[config.mk]
export PLATFORM = sky130hd
export DESIGN_NAME = tx_packet_arbiter
export DESIGN_NICKNAME = d
export VERILOG_FILES = /design/src/rtl/tx_packet_arbiter.sv
export SDC_FILE = /design/constraint.sdc
export NUM_CORES = 1
export LEC_CHECK = 0
export ABC_AREA = 1
export CAP_MARGIN = 15
export CORE_AREA = 2 2 91 159
export DETAILED_ROUTE_END_ITERATION = 10
export DIE_AREA = 0 0 93 161
export PLACE_DENSITY = 0.81
export SLEW_MARGIN = 0
export SYNTH_ARGS = -nofsm -noshare
export SYNTH_HDL_FRONTEND = slang
export SYNTH_SLANG_ARGS = --single-unit
[constraint.sdc]
create_clock -name clk -period 2.5 [get_ports clk]
set_clock_uncertainty 0.2 [all_clocks]
set_input_delay 0.25 -clock clk [delete_from_list [all_inputs] [get_ports clk]]
set_output_delay 0.25 -clock clk [all_outputs]
set_load 0.01 [all_outputs]
[src/rtl/tx_packet_arbiter.sv]
// tx_packet_arbiter
// Shares one MSG_LENGTH-bit transmit channel between NUM_REQ packet sources
// (0 = command responses, 1 = events, 2 = events rate). Round-robin
// arbitration, burst lock while req_last is low, and a watchdog that aborts
// a packet when the transmitter or a bursting requester goes silent.
// Every output comes straight from a flop.

module tx_packet_arbiter #(
    parameter int MSG_LENGTH = 48,
    parameter int NUM_REQ    = 3,
    parameter int TIMEOUT    = 1024
) (
    input  logic                          clk,
    input  logic                          rsnt,
    input  logic [NUM_REQ-1:0]            req_valid,
    input  logic [NUM_REQ*MSG_LENGTH-1:0] req_data,
    input  logic [NUM_REQ-1:0]            req_last,
    output logic [NUM_REQ-1:0]            req_ack,
    output logic [NUM_REQ-1:0]            grant,
    output logic                          tx_send,
    output logic [MSG_LENGTH-1:0]         tx_data,
    input  logic                          tx_sent,
    output logic                          timeout_err,
    output logic [7:0]                    timeout_count
);

    // Index width for requester numbers; kept at least one bit wide.
    localparam int IDX_W = (NUM_REQ > 1) ? $clog2(NUM_REQ) : 1;
    // The timer only has to reach TIMEOUT-1.
    localparam int TMR_W = (TIMEOUT > 1) ? $clog2(TIMEOUT) : 1;
    localparam logic [TMR_W-1:0] TMR_LAST = TMR_W'(TIMEOUT - 1);
    localparam logic [IDX_W-1:0] IDX_LAST = IDX_W'(NUM_REQ - 1);

    typedef enum logic [2:0] {
        IDLE      = 3'd0,
        SEND      = 3'd1,
        WAIT_SENT = 3'd2,
        ACK       = 3'd3,
        HOLD      = 3'd4
    } state_t;

    // ------------------------------------------------------------------
    // State and output registers
    // ------------------------------------------------------------------
    state_t                  state_q,         state_d;
    logic [IDX_W-1:0]        owner_q,         owner_d;
    logic [IDX_W-1:0]        last_grant_q,    last_grant_d;
    logic                    last_q,          last_d;
    logic [TMR_W-1:0]        timer_q,         timer_d;
    logic [NUM_REQ-1:0]      grant_q,         grant_d;
    logic [NUM_REQ-1:0]      req_ack_q,       req_ack_d;
    logic                    tx_send_q,       tx_send_d;
    logic [MSG_LENGTH-1:0]   tx_data_q,       tx_data_d;
    logic                    timeout_err_q,   timeout_err_d;
    logic [7:0]              timeout_count_q, timeout_count_d;

    // ------------------------------------------------------------------
    // Per-requester view of the flattened data bus
    // ------------------------------------------------------------------
    logic [MSG_LENGTH-1:0] data_slice [NUM_REQ];

    generate
        for (genvar gi = 0; gi < NUM_REQ; gi++) begin : g_slice
            assign data_slice[gi] = req_data[gi*MSG_LENGTH +: MSG_LENGTH];
        end
    endgenerate

    // ------------------------------------------------------------------
    // Round-robin pick: search starts one past the previous owner
    // ------------------------------------------------------------------
    logic             rr_found;
    logic [IDX_W-1:0] rr_idx;
    logic [IDX_W-1:0] rr_cand;

    // First valid requester in rotated order after last_grant.
    always_comb begin
        rr_found = 1'b0;
        rr_idx   = '0;
        rr_cand  = '0;
        for (int k = 1; k <= NUM_REQ; k++) begin
            rr_cand = IDX_W'((int'(last_grant_q) + k) % NUM_REQ);
            if (!rr_found && req_valid[rr_cand]) begin
                rr_found = 1'b1;
                rr_idx   = rr_cand;
            end
        end
    end

    // One-hot form of the winner.
    logic [NUM_REQ-1:0] rr_onehot;
    assign rr_onehot = NUM_REQ'(1) << rr_idx;

    // ------------------------------------------------------------------
    // Next-state and next-output logic
    // ------------------------------------------------------------------
    logic abort;

    // Channel FSM: arbitration, send handshake, burst lock and watchdog.
    always_comb begin
        state_d         = state_q;
        owner_d         = owner_q;
        last_grant_d    = last_grant_q;
        last_d          = last_q;
        timer_d         = timer_q;
        grant_d         = grant_q;
        req_ack_d       = '0;
        tx_send_d       = 1'b0;
        tx_data_d       = tx_data_q;
        timeout_err_d   = 1'b0;
        timeout_count_d = timeout_count_q;
        abort           = 1'b0;

        unique case (state_q)
            IDLE: begin
                grant_d = '0;
                if (rr_found) begin
                    // Latch the winner's packet; tx_send rises with SEND.
                    owner_d   = rr_idx;
                    grant_d   = rr_onehot;
                    tx_data_d = data_slice[rr_idx];
                    last_d    = req_last[rr_idx];
                    tx_send_d = 1'b1;
                    timer_d   = '0;
                    state_d   = SEND;
                end
            end

            SEND: begin
                // The timer was zeroed on entry, so it counts cycles since
                // tx_send went high.
                timer_d = timer_q + TMR_W'(1);
                state_d = WAIT_SENT;
            end

            WAIT_SENT: begin
                if (tx_sent) begin
                    req_ack_d = grant_q;
                    state_d   = ACK;
                end else if (timer_q == TMR_LAST) begin
                    abort = 1'b1;
                end else begin
                    timer_d = timer_q + TMR_W'(1);
                end
            end

            ACK: begin
                // req_valid is deliberately not looked at here: the
                // requester only sees its ack in this cycle, so its valid
                // still describes the packet just sent.
                if (last_q) begin
                    last_grant_d = owner_q;
                    grant_d      = '0;
                    state_d      = IDLE;
                end else begin
                    timer_d = '0;
                    state_d = HOLD;
                end
            end

            HOLD: begin
                // Burst lock: only the current owner can continue.
                if (req_valid[owner_q]) begin
                    tx_data_d = data_slice[owner_q];
                    last_d    = req_last[owner_q];
                    tx_send_d = 1'b1;
                    timer_d   = '0;
                    state_d   = SEND;
                end else if (timer_q == TMR_LAST) begin
                    abort = 1'b1;
                end else begin
                    timer_d = timer_q + TMR_W'(1);
                end
            end

            default: begin
                state_d = IDLE;
                grant_d = '0;
            end
        endcase

        // Shared abort path for a silent transmitter or a stalled burst.
        if (abort) begin
            timeout_err_d = 1'b1;
            if (timeout_count_q != 8'hFF) begin
                timeout_count_d = timeout_count_q + 8'd1;
            end
            last_grant_d = owner_q;
            grant_d      = '0;
            state_d      = IDLE;
        end
    end

    // ------------------------------------------------------------------
    // Registers with asynchronous active-low reset
    // ------------------------------------------------------------------

    // Control state, watchdog timer and round-robin pointer.
    always_ff @(posedge clk or negedge rsnt) begin
        if (!rsnt) begin
            state_q      <= IDLE;
            owner_q      <= '0;
            last_grant_q <= IDX_LAST;
            last_q       <= 1'b0;
            timer_q      <= '0;
        end else begin
            state_q      <= state_d;
            owner_q      <= owner_d;
            last_grant_q <= last_grant_d;
            last_q       <= last_d;
            timer_q      <= timer_d;
        end
    end

    // Registered outputs.
    always_ff @(posedge clk or negedge rsnt) begin
        if (!rsnt) begin
            grant_q         <= '0;
            req_ack_q       <= '0;
            tx_send_q       <= 1'b0;
            tx_data_q       <= '0;
            timeout_err_q   <= 1'b0;
            timeout_count_q <= '0;
        end else begin
            grant_q         <= grant_d;
            req_ack_q       <= req_ack_d;
            tx_send_q       <= tx_send_d;
            tx_data_q       <= tx_data_d;
            timeout_err_q   <= timeout_err_d;
            timeout_count_q <= timeout_count_d;
        end
    end

    assign grant         = grant_q;
    assign req_ack       = req_ack_q;
    assign tx_send       = tx_send_q;
    assign tx_data       = tx_data_q;
    assign timeout_err   = timeout_err_q;
    assign timeout_count = timeout_count_q;

endmodule

# Yosys cells after proc, flatten, opt, wreduce, memory -nomap -nowiden
# Cells that the tools add are included.
[word_totals]
output_inout_bits = 64
register_bits = 82
in_bits = 153
[op_classes]
n_div = 3
bitwise_logic = 2
n_reduce_logical = 17
n_shift = 1
n_eq_ne = 15
magnitude_cmp = 7
muxes = 59
n_addsub = 5
[op_table]
columns = ["cell", "count"]
rows = [
  ["48-bit 2-to-1 mux", 6],
  ["48-bit binary-select mux with 2-bit select", 2],
  ["32-bit by 3-bit modulo with 32-bit output (second input constant)", 3],
  ["48-bit one-hot mux with 2 select lines", 1],
  ["10-bit 2-to-1 mux", 5],
  ["10-bit one-hot mux with 5 select lines", 1],
  ["3-bit 2-to-1 mux", 10],
  ["1-bit 2-to-1 mux", 17],
  ["2-bit by 3-bit < comparator with 1-bit output (second input constant)", 5],
  ["3-bit one-hot mux with 5 select lines", 1],
  ["1-bit binary-select mux with 2-bit select", 6],
  ["2-bit 2-to-1 mux", 6],
  ["3-bit != test (second input constant)", 4],
  ["10-bit by 1-bit adder with 10-bit output (second input constant)", 1],
  ["10-bit == test (second input constant)", 1],
  ["3-bit one-hot mux with 3 select lines", 1],
  ["8-bit by 1-bit adder with 8-bit output (second input constant)", 1],
  ["2-bit != test (second input constant)", 4],
  ["8-bit != test (second input constant)", 1],
  ["2-bit AND reduction", 4],
  ["2-bit by 2-bit adder with 3-bit output (second input constant)", 2],
  ["3-bit by 2-bit == test with 1-bit output (second input constant)", 2],
  ["3-bit greater-or-equal comparator (second input constant)", 2],
  ["2-bit inverter with 3-bit output", 2],
  ["14 further kinds", 21],
]

# Depth between registers and ports, before layout
# Gate-level depths: netlist (run 1).
[depth]
word_depth = 17
depth_mapped = 16
mapped_depth_nobuf = 14

# Least setup slack after synthesis (run 1)
# No wires, ideal clock.
[synth_timing]
path_type = "reg-to-reg"
start = "reg last_grant_q[1]"
end = "reg last_q"
path_stages_with_launch = 14
setup_slack_ns = 0.328
arrival_time_ns = 1.856
n_path_buf = 2
period_less_slack_ns = 2.172
path_cell_list = "dfstp_2 -> ha_1 -> buf_4 -> nand2_1 -> nand3_1 -> nand2_1 -> nand2_1 -> o21ai_1 -> inv_2 -> nor2_8 -> buf_2 -> nor2_1 -> nand2_1 -> nand2_1"
[synth_between]
elab_chain_len = 15
[synth_lines]
columns = ["item", "line_no", "source"]
rows = [
  ["from (decl)", "47", "logic [IDX_W-1:0] last_grant_q, last_grant_d;"],
  ["from (signal assigned)", "208", "last_grant_q <= last_grant_d;"],
  ["2-bit by 1-bit adder with 3-bit output", "81", "rr_cand = IDX_W'((int'(last_grant_q) + k) % NUM_REQ);"],
  ["32-bit by 3-bit modulo with 32-bit output", "81", ""],
  ["1-bit binary-select mux with 2-bit select", "82", "if (!rr_found && req_valid[rr_cand]) begin"],
  ["1-bit 2-to-1 mux (implied by the code)", "82", ""],
  ["1-bit 2-to-1 mux", "82", ""],
  ["1-bit zero test", "82", ""],
  ["1-bit logical AND", "82", ""],
  ["1-bit 2-to-1 mux", "82", ""],
  ["1-bit zero test", "82", ""],
  ["1-bit logical AND", "82", ""],
  ["2-bit 2-to-1 mux", "82", ""],
  ["1-bit binary-select mux with 2-bit select", "121", "last_d = req_last[rr_idx];"],
  ["1-bit 2-to-1 mux (implied by the code)", "121", ""],
  ["1-bit 2-to-1 mux", "116", "if (rr_found) begin"],
  ["1-bit one-hot mux with 2 select lines", "113", "unique case (state_q)"],
  ["to (signal assigned)", "209", "last_q <= last_d;"],
  ["to (decl)", "48", "logic last_q, last_d;"],
]
# Parallel ways exist; a longest one is shown, timed or not. The select of a mux whose other input is x is not followed.
# A chain may end at the register's enable or synchronous reset.

# Worst setup path in the final report (run 1)
[layout_timing]
start = "reg last_grant_q[1]"
end = "reg tx_data_q[36] (netlist: tx_data[36])"
[layout_between]
elab_chain_len = 17
[layout_lines]
columns = ["item", "line_no", "source"]
rows = [
  ["2-bit by 1-bit adder with 3-bit output", "81", ""],
  ["32-bit by 3-bit modulo with 32-bit output", "81", ""],
  ["1-bit binary-select mux with 2-bit select", "82", ""],
  ["1-bit 2-to-1 mux (implied by the code)", "82", ""],
  ["1-bit 2-to-1 mux", "82", ""],
  ["1-bit zero test", "82", ""],
  ["1-bit logical AND", "82", ""],
  ["1-bit 2-to-1 mux", "82", ""],
  ["1-bit zero test", "82", ""],
  ["1-bit logical AND", "82", ""],
  ["2-bit 2-to-1 mux", "82", ""],
  ["2-bit inverter with 3-bit output (implied by the code)", "120", "tx_data_d = data_slice[rr_idx];"],
  ["48-bit binary-select mux with 2-bit select", "120", ""],
  ["48-bit 2-to-1 mux (implied by the code) (2 in a row)", "120", ""],
  ["48-bit 2-to-1 mux", "116", ""],
  ["48-bit one-hot mux with 2 select lines", "113", ""],
  ["to (signal assigned)", "227", "tx_data_q <= tx_data_d;"],
  ["to (decl)", "53", "logic [MSG_LENGTH-1:0] tx_data_q, tx_data_d;"],
]
# Parallel ways exist; a longest one is shown, timed or not. The select of a mux whose other input is x is not followed.

==> results.toml, run 1 <==
[logic_synthesis]
synth_area_sq_um = 6320
synth_warnings = 0
yosysSeqAreaShare_pct = 32.5
synth_nets = 1153
yosys.area.top_type_share_pct = 32.1
synth_top_cell_by_area = "dfrtp_1"
synth.avg_cell_area_sq_um = 6.35
ys_top_cells_by_area = "dfrtp_1 (32%), nand2_1 (18%), nand3_1 (9.9%), nor2_1 (9.4%), a211oi_1 (5.9%)"
synthCells = 996
ys_ff_latch = 82
synth_cell_type_count = 33

[final_layout]
layout_common_cells = "nand2_1 (298), clkdlybuf4s50_1 (215), nor2_1 (157)"
drive_gt1_share_pct = 7.74
final_common_cell = "nand2_1"
fin_util_pct = 67.1
fillers = 1220
syn_to_final_growth_pct = 45.4
multiInputGateArea_sq_um = 3770
final_nets = 1353
regArea_sq_um = 2060

[floorplanning]
row_count = 57
io_pins = 217
dieArea_sq_um = 15000
initial_core_util_pct = 46.2
die_w_um = 93
die_h_um = 161
coreArea_sq_um = 13700

[drt]
routedWlPerCell_um = 17.2
viasPerCell = 5.74
drtPass1Iterations = 6
drt_first_iter_violations = 597
ant_nets = 0
drc = 0
finalWirelength_um = 23700
vias = 7921

[global_route]
grt_pass1_wl_um = 37000
grt_antenna_before_repair = 0
grt_usage_pct = 30.8
grt_max_degree = 52
grt_overflow = 0
grt_pass1_vias = 7496

[critical_path]
reg2reg_from = "last_grant_q[1]$_DFFE_PN1P_"
path_buf_inv = 4
ff2ff_setup_slack_ns = 0.16
crit_end = "tx_data[36]$_DFFE_PN0P_"
rr_worst_depth = 12
path_cells = "inv_1 > ha_2 > inv_2 > buf_4 > nor3_1 > a31oi_1 > nand2_2 > buf_4 > a21oi_1 > nand3_1 > nand2_1 > nand2_1"
path_class = "flip-flop to flip-flop"
endpoint_kind = "flip-flop"
crit_start = "last_grant_q[1]$_DFFE_PN1P_"
cp_max_fo = 24
slowest_delay_ns = 0.56
startpoint_type = "flip-flop"
slowest_stage = "dfstp_2"
worstPathRequired_ns = 2.53
r2r_end = "tx_data[36]$_DFFE_PN0P_"
crit_family = "flip-flops"
cp_num_cells = 12
arrival_ns = 2.37

[power]
power_switching_uw = 5920
power_uw = 12200
p_leak_uw = 0.00421
vdd_drop_max_v = 0.000844
powerDensity_nw_per_um2 = 1320
switching_share_pct = 48.6
power_frac_clock_pct = 11.9
pwr-share-seq_pct = 18.4
intPower_uw = 6250
p_comb_share_pct = 69.7

[hold_path]
min_path_type = "primary input to asynchronous set/reset pin"

[sta]
max_slew_margin_pct = 56.8
max_freq_mhz = 427
worst_slew_pin_slew_ns = 0.648
setup_viol_count_final = 0
fin_crit_sh_pct = 93.6
period_needed_ns = 2.34
setup_ws_ns = 0.159
final_max_slew_viol_count = 0
finalHoldViolCount = 0

[placed_design]
dpl.hpwl_um = 16000
gp_congestion = 1.00
io_buffers = 216
place_ws_ns = 0.0750

[cts]
h-tree-depth = 3
worstSkewPairLatency_ns = 0.34
clk_pin_slew_ns = 0.07
tritoncts = "yes"
cts_buffers = 9
cts_root_buf = "clkbuf_16"
clock_path_buffers = 2
cts.sinks = 82

[status]
status = "finished, final reports clean"

[flow_run]
maxCapViolCount = 0
## power groups by stage
stage / Clock, uW / Sequential [uW] / Combinational (uW)
floorplan: 0 / 2330 / 4990
global placement: 0 / 2240 / 7570
detailed placement: 0 / 2240 / 7700
CTS: 1460 / 2230 / 7740
global route: 1520 / 2290 / 9290
finish: 1450 / 2240 / 8480
## synth_stat cells, drive strengths merged
master / n
clkbuf: 25
or2: 1
ha: 4
o211ai: 5
dfstp: 1
a211oi: 50
nor2: 166
o21a: 1
nand2: 302
a21oi: 52
o21ai: 15
nand4: 10
xor2: 6
xnor2: 5
nor4: 1
nor3: 58
buf: 43
a31oi: 1
nand3: 125
dfrtp: 81
inv: 44
## routing by layer
metal  wire (um)  vias up  GRT usage, %  part of all wire, %
met4        1280        0          18.0                  5.4
met2       12200      498          54.1                   51
met3        1870       84          4.20                  7.9
met5           0        -             0                    0
met1        8390     3628          35.1                   35
li1            -     3711             -                    -
## area by class of cell
cell class | instances | share of cell area (%)
diodes | 2 | 0.0545
clock buffers | 10 | 2.49
clock inverters | 6 | 0.994
inverters | 44 | 1.85
multi-input cells | 802 | 41.1
flip-flops and latches | 82 | 22.4
well taps | 177 | 2.41
repair buffers | 257 | 28.7
## worst reg2reg max path: cells and delay by family (launching register included)
kind                     cells  cell delay [ns]
AND/OR/NAND/NOR              5             0.44
AO/OA/AOI/OAI                2             0.35
adder cells (fa/ha/maj)      1             0.19
flip-flops                   1             0.56
buffers and inverters        4             0.51
## sequential cells by signal, summed over array words and instances (netlist names)
name,cells
last_grant_q,2
timeout_err,1
last_q,1
grant,3
timer_q,10
tx_send,1
timeout_count,8
tx_data,48
owner_q,2
state_q,3
req_ack,3
## metrics by stage
stage                     instance area (sq um)  instances   TNS, ns  hold WS (ns)
after global routing                       9180       1378  -0.00936         0.298
after floorplan                            6320        996         0        -0.246
after global placement                     8630       1349         0        0.0665
after CTS                                  8960       1366         0         0.259
after detailed placement                   8630       1349         0        0.0768
final                                      9190       1380         0         0.231
## cells by family (layout without fill, tap and decap cells)
logic type | Yosys count | after routing | synth area share (%)
buffers and inverters | 112 | 317 | 8.51
xor gates and xnor gates | 11 | 11 | 1.64
AOI/OAI and AO/OA | 124 | 124 | 12.1
DFF | 82 | 82 | 32.5
other | 0 | 2 | 0
adders and majority gates | 4 | 4 | 0.792
and+or+nand+nor | 663 | 663 | 44.5
## how the worst min path moves through the flow
| stage | cells past startpoint | slack, ns | to | startpoint |
|---|---|---|---|---|
| 6_report | 2 | 0.23 | timer_q[5]$_DFFE_PN0P_ | rsnt |
| 3_3_place_gp | 1 | 0.07 | timer_q[5]$_DFFE_PN0P_ | rsnt |
| 5_1_grt | 2 | 0.30 | timer_q[5]$_DFFE_PN0P_ | rsnt |
| 4_1_cts | 2 | 0.26 | timer_q[4]$_DFFE_PN0P_ | rsnt |
| 2_1_floorplan | 0 | -0.25 | grant[0]$_DFFE_PN0P_ | rsnt |
| 3_5_place_dp | 1 | 0.08 | timer_q[4]$_DFFE_PN0P_ | rsnt |
## repair_timing
item | 4_1_cts | 5_1_grt
endpoints found under the hold margin | 34 | 0
buffers inserted | 0 | 9
setup endpoints to repair | 0 | 58
resized for setup | 0 | 16
hold buffers | 1 | 0
Power figures use the tool's default switching activity.
==> run 2, diff against run 1 <==
--- a/config.mk
+++ b/config.mk
@@ -11,7 +11,7 @@
 export DETAILED_ROUTE_END_ITERATION = 10
 export DIE_AREA = 0 0 93 161
 export PLACE_DENSITY = 0.81
-export SLEW_MARGIN = 0
+export SLEW_MARGIN = 20
 export SYNTH_ARGS = -nofsm -noshare
 export SYNTH_HDL_FRONTEND = slang
 export SYNTH_SLANG_ARGS = --single-unit
==> results of run 2 <==
The final DEF is identical to that of run 1; final timing and power are the same.
==> run 3, diff against run 2 <==
--- a/config.mk
+++ b/config.mk
@@ -10,7 +10,7 @@
 export CORE_AREA = 2 2 91 159
 export DETAILED_ROUTE_END_ITERATION = 10
 export DIE_AREA = 0 0 93 161
-export PLACE_DENSITY = 0.81
+export PLACE_DENSITY = 0.9
 export SLEW_MARGIN = 20
 export SYNTH_ARGS = -nofsm -noshare
 export SYNTH_HDL_FRONTEND = slang
==> run 3 against run 2 <==
Routed wire length rose by 0.50%. Global-route usage fell by 0.95 points. Combinational power rose by 4.5%. Largest power group unchanged.
==> results.toml, run 3 (synthesis results as in run 1) <==
[floorplanning]
row_count = 57
io_pins = 217
initial_core_util_pct = 46.2
die_w_um = 93
dieArea_sq_um = 15000
die_h_um = 161
coreArea_sq_um = 13700

[power]
p_comb_share_pct = 70.1
p_leak_uw = 0.00425
switching_share_pct = 47.9
power_uw = 12600
power_switching_uw = 6050
powerDensity_nw_per_um2 = 1360
power_frac_clock_pct = 12.3
pwr-share-seq_pct = 17.6
vdd_drop_max_v = 0.000807
intPower_uw = 6590

[final_layout]
final_cells = 1379
regArea_sq_um = 2060
n_antenna_cell = 0
final_nets = 1355
multiInputGateArea_sq_um = 3770
drive_gt1_share_pct = 7.65
layout_common_cells = "nand2_1 (298), clkdlybuf4s50_1 (215), nor2_1 (159)"
final_common_cell = "nand2_1"
largest_reg_flops = 48
fillers = 1175
syn_to_final_growth_pct = 46.7
stdcell_area_sq_um = 9270

[sta]
fin_crit_sh_pct = 96.3
setup_viol_count_final = 0
period_needed_ns = 2.41
max_slew_margin_pct = 48.5
max_freq_mhz = 415
worst_slew_pin_slew_ns = 0.771
final_max_slew_viol_count = 0
finalHoldViolCount = 0

[critical_path]
rr_worst_depth = 14
cp_max_fo = 7
worstPathRequired_ns = 2.54
crit_start = "last_grant_q[1]$_DFFE_PN1P_"
endpoint_kind = "flip-flop"
r2r_end = "tx_data[33]$_DFFE_PN0P_"
path_class = "flip-flop to flip-flop"
arrival_ns = 2.44
startpoint_type = "flip-flop"
ff2ff_setup_slack_ns = 0.09
reg2reg_from = "last_grant_q[1]$_DFFE_PN1P_"

[flow_run]
maxCapViolCount = 0

[hold_path]
min_path_type = "primary input to asynchronous set/reset pin"

[drt]
finalWirelength_um = 23800
viasPerCell = 5.77
drt_first_iter_violations = 781
ant_nets = 0
drc = 0
routedWlPerCell_um = 17.3
drtPass1Iterations = 5
vias = 7961

[cts]
h-tree-depth = 3
cts_buffers = 9
worstSkewPairLatency_ns = 0.34
tritoncts = "yes"
clk_pin_slew_ns = 0.07
clock_path_buffers = 2
cts.sinks = 82
cts_root_buf = "clkbuf_16"

[global_route]
grt_usage_pct = 29.8
use_met2_pct = 51.0
grt_pass1_vias = 7541
grt_use_met1_pct = 33.8
top_usage_layer = "met2"
grt_max_degree = 52
grt_overflow = 0
gr-usage-met3_pct = 4.01
grt_antenna_before_repair = 0
grt_pass1_wl_um = 35900

[placed_design]
gp_congestion = 0.940
dpl.hpwl_um = 15700
io_buffers = 216
placedCellCount = 1350
placed_area_sq_um = 8680

[status]
status = "finished, final reports clean"
-- run 3: changes by cell type in the layout (fill, tap and decap cells not counted), moves of 2 or more --
cell	previous run	this run
nor2_2	2	0
buf_12	8	11
nor2_1	157	159
diode_2	2	0
clkinv_4	3	1
clkbuf_16	12	14
buf_4	27	25
-- run 3: per-layer routing --
metal / vias to the layer above / share of wire, %
met4: 0 / 7.2
met5: - / 0
met1: 3574 / 35
li1: 3707 / -
met2: 534 / 50
met3: 146 / 7.6
-- run 3: cell type report --
| type | instances | area share [%] |
|---|---|---|
| multi-input cells | 802 | 40.6 |
| inverters | 44 | 1.81 |
| clock buffers | 9 | 2.43 |
| repair buffers | 259 | 29.3 |
| well taps | 177 | 2.39 |
| clock inverters | 6 | 1.24 |
| flip-flops and latches | 82 | 22.2 |
-- run 3: worst max-delay path by stage --
stage                                   end  slack, ns  cells past startpoint
finish              tx_data[33]$_DFFE_PN0P_       0.09                     14
global route        tx_data[45]$_DFFE_PN0P_      -0.03                     14
CTS                  tx_data[0]$_DFFE_PN0P_       0.07                     13
detailed placement   tx_data[0]$_DFFE_PN0P_       0.08                     13
global placement    tx_data[20]$_DFFE_PN0P_       0.09                     14
floorplan                last_q$_DFFE_PN0P_       0.33                     13
-- run 3: power by group through the flow --
| stage | Combinational [uW] | Clock, uW | Sequential (uW) |
|---|---|---|---|
| 2_1_floorplan | 4990 | 0 | 2330 |
| 3_3_place_gp | 7670 | 0 | 2230 |
| 3_5_place_dp | 7840 | 0 | 2210 |
| 4_1_cts | 7870 | 1560 | 2210 |
| 5_1_grt | 9610 | 1620 | 2270 |
| 6_report | 8860 | 1550 | 2220 |
-- run 3: metrics by stage --
| step | setup TNS (ns) | utilization [%] | hold WS (ns) | setup slack, ns |
|---|---|---|---|---|
| after floorplan | 0 | - | -0.246 | 0.328 |
| after global placement | 0 | 63.4 | 0.0425 | 0.0867 |
| after detailed placement | 0 | 63.4 | 0.0436 | 0.0848 |
| after CTS | 0 | 65.9 | 0.226 | 0.0665 |
| after global routing | -0.247 | 67.7 | 0.257 | -0.0283 |
| final | 0 | 67.7 | 0.207 | 0.0925 |
-- run 3: timing repair --
action / in CTS / in global routing
endpoints found under the setup margin: 0 / 54
hold buffers: 1 / 0
endpoints found under the hold margin: 31 / 0
buffers inserted: 0 / 7
resized for setup: 0 / 8
-- run 3: worst max-delay path: stages (launching register included) --
cell,delay (ns)
dfstp_2,0.56
inv_1,0.05
ha_2,0.20
inv_2,0.10
nand3_1,0.10
nand2_2,0.11
nand2_1,0.08
o21ai_1,0.15
inv_2,0.09
nor2_8,0.17
buf_12,0.15
clkbuf_16,0.15
nor2_1,0.04
nand2_1,0.08
nand2_1,0.06
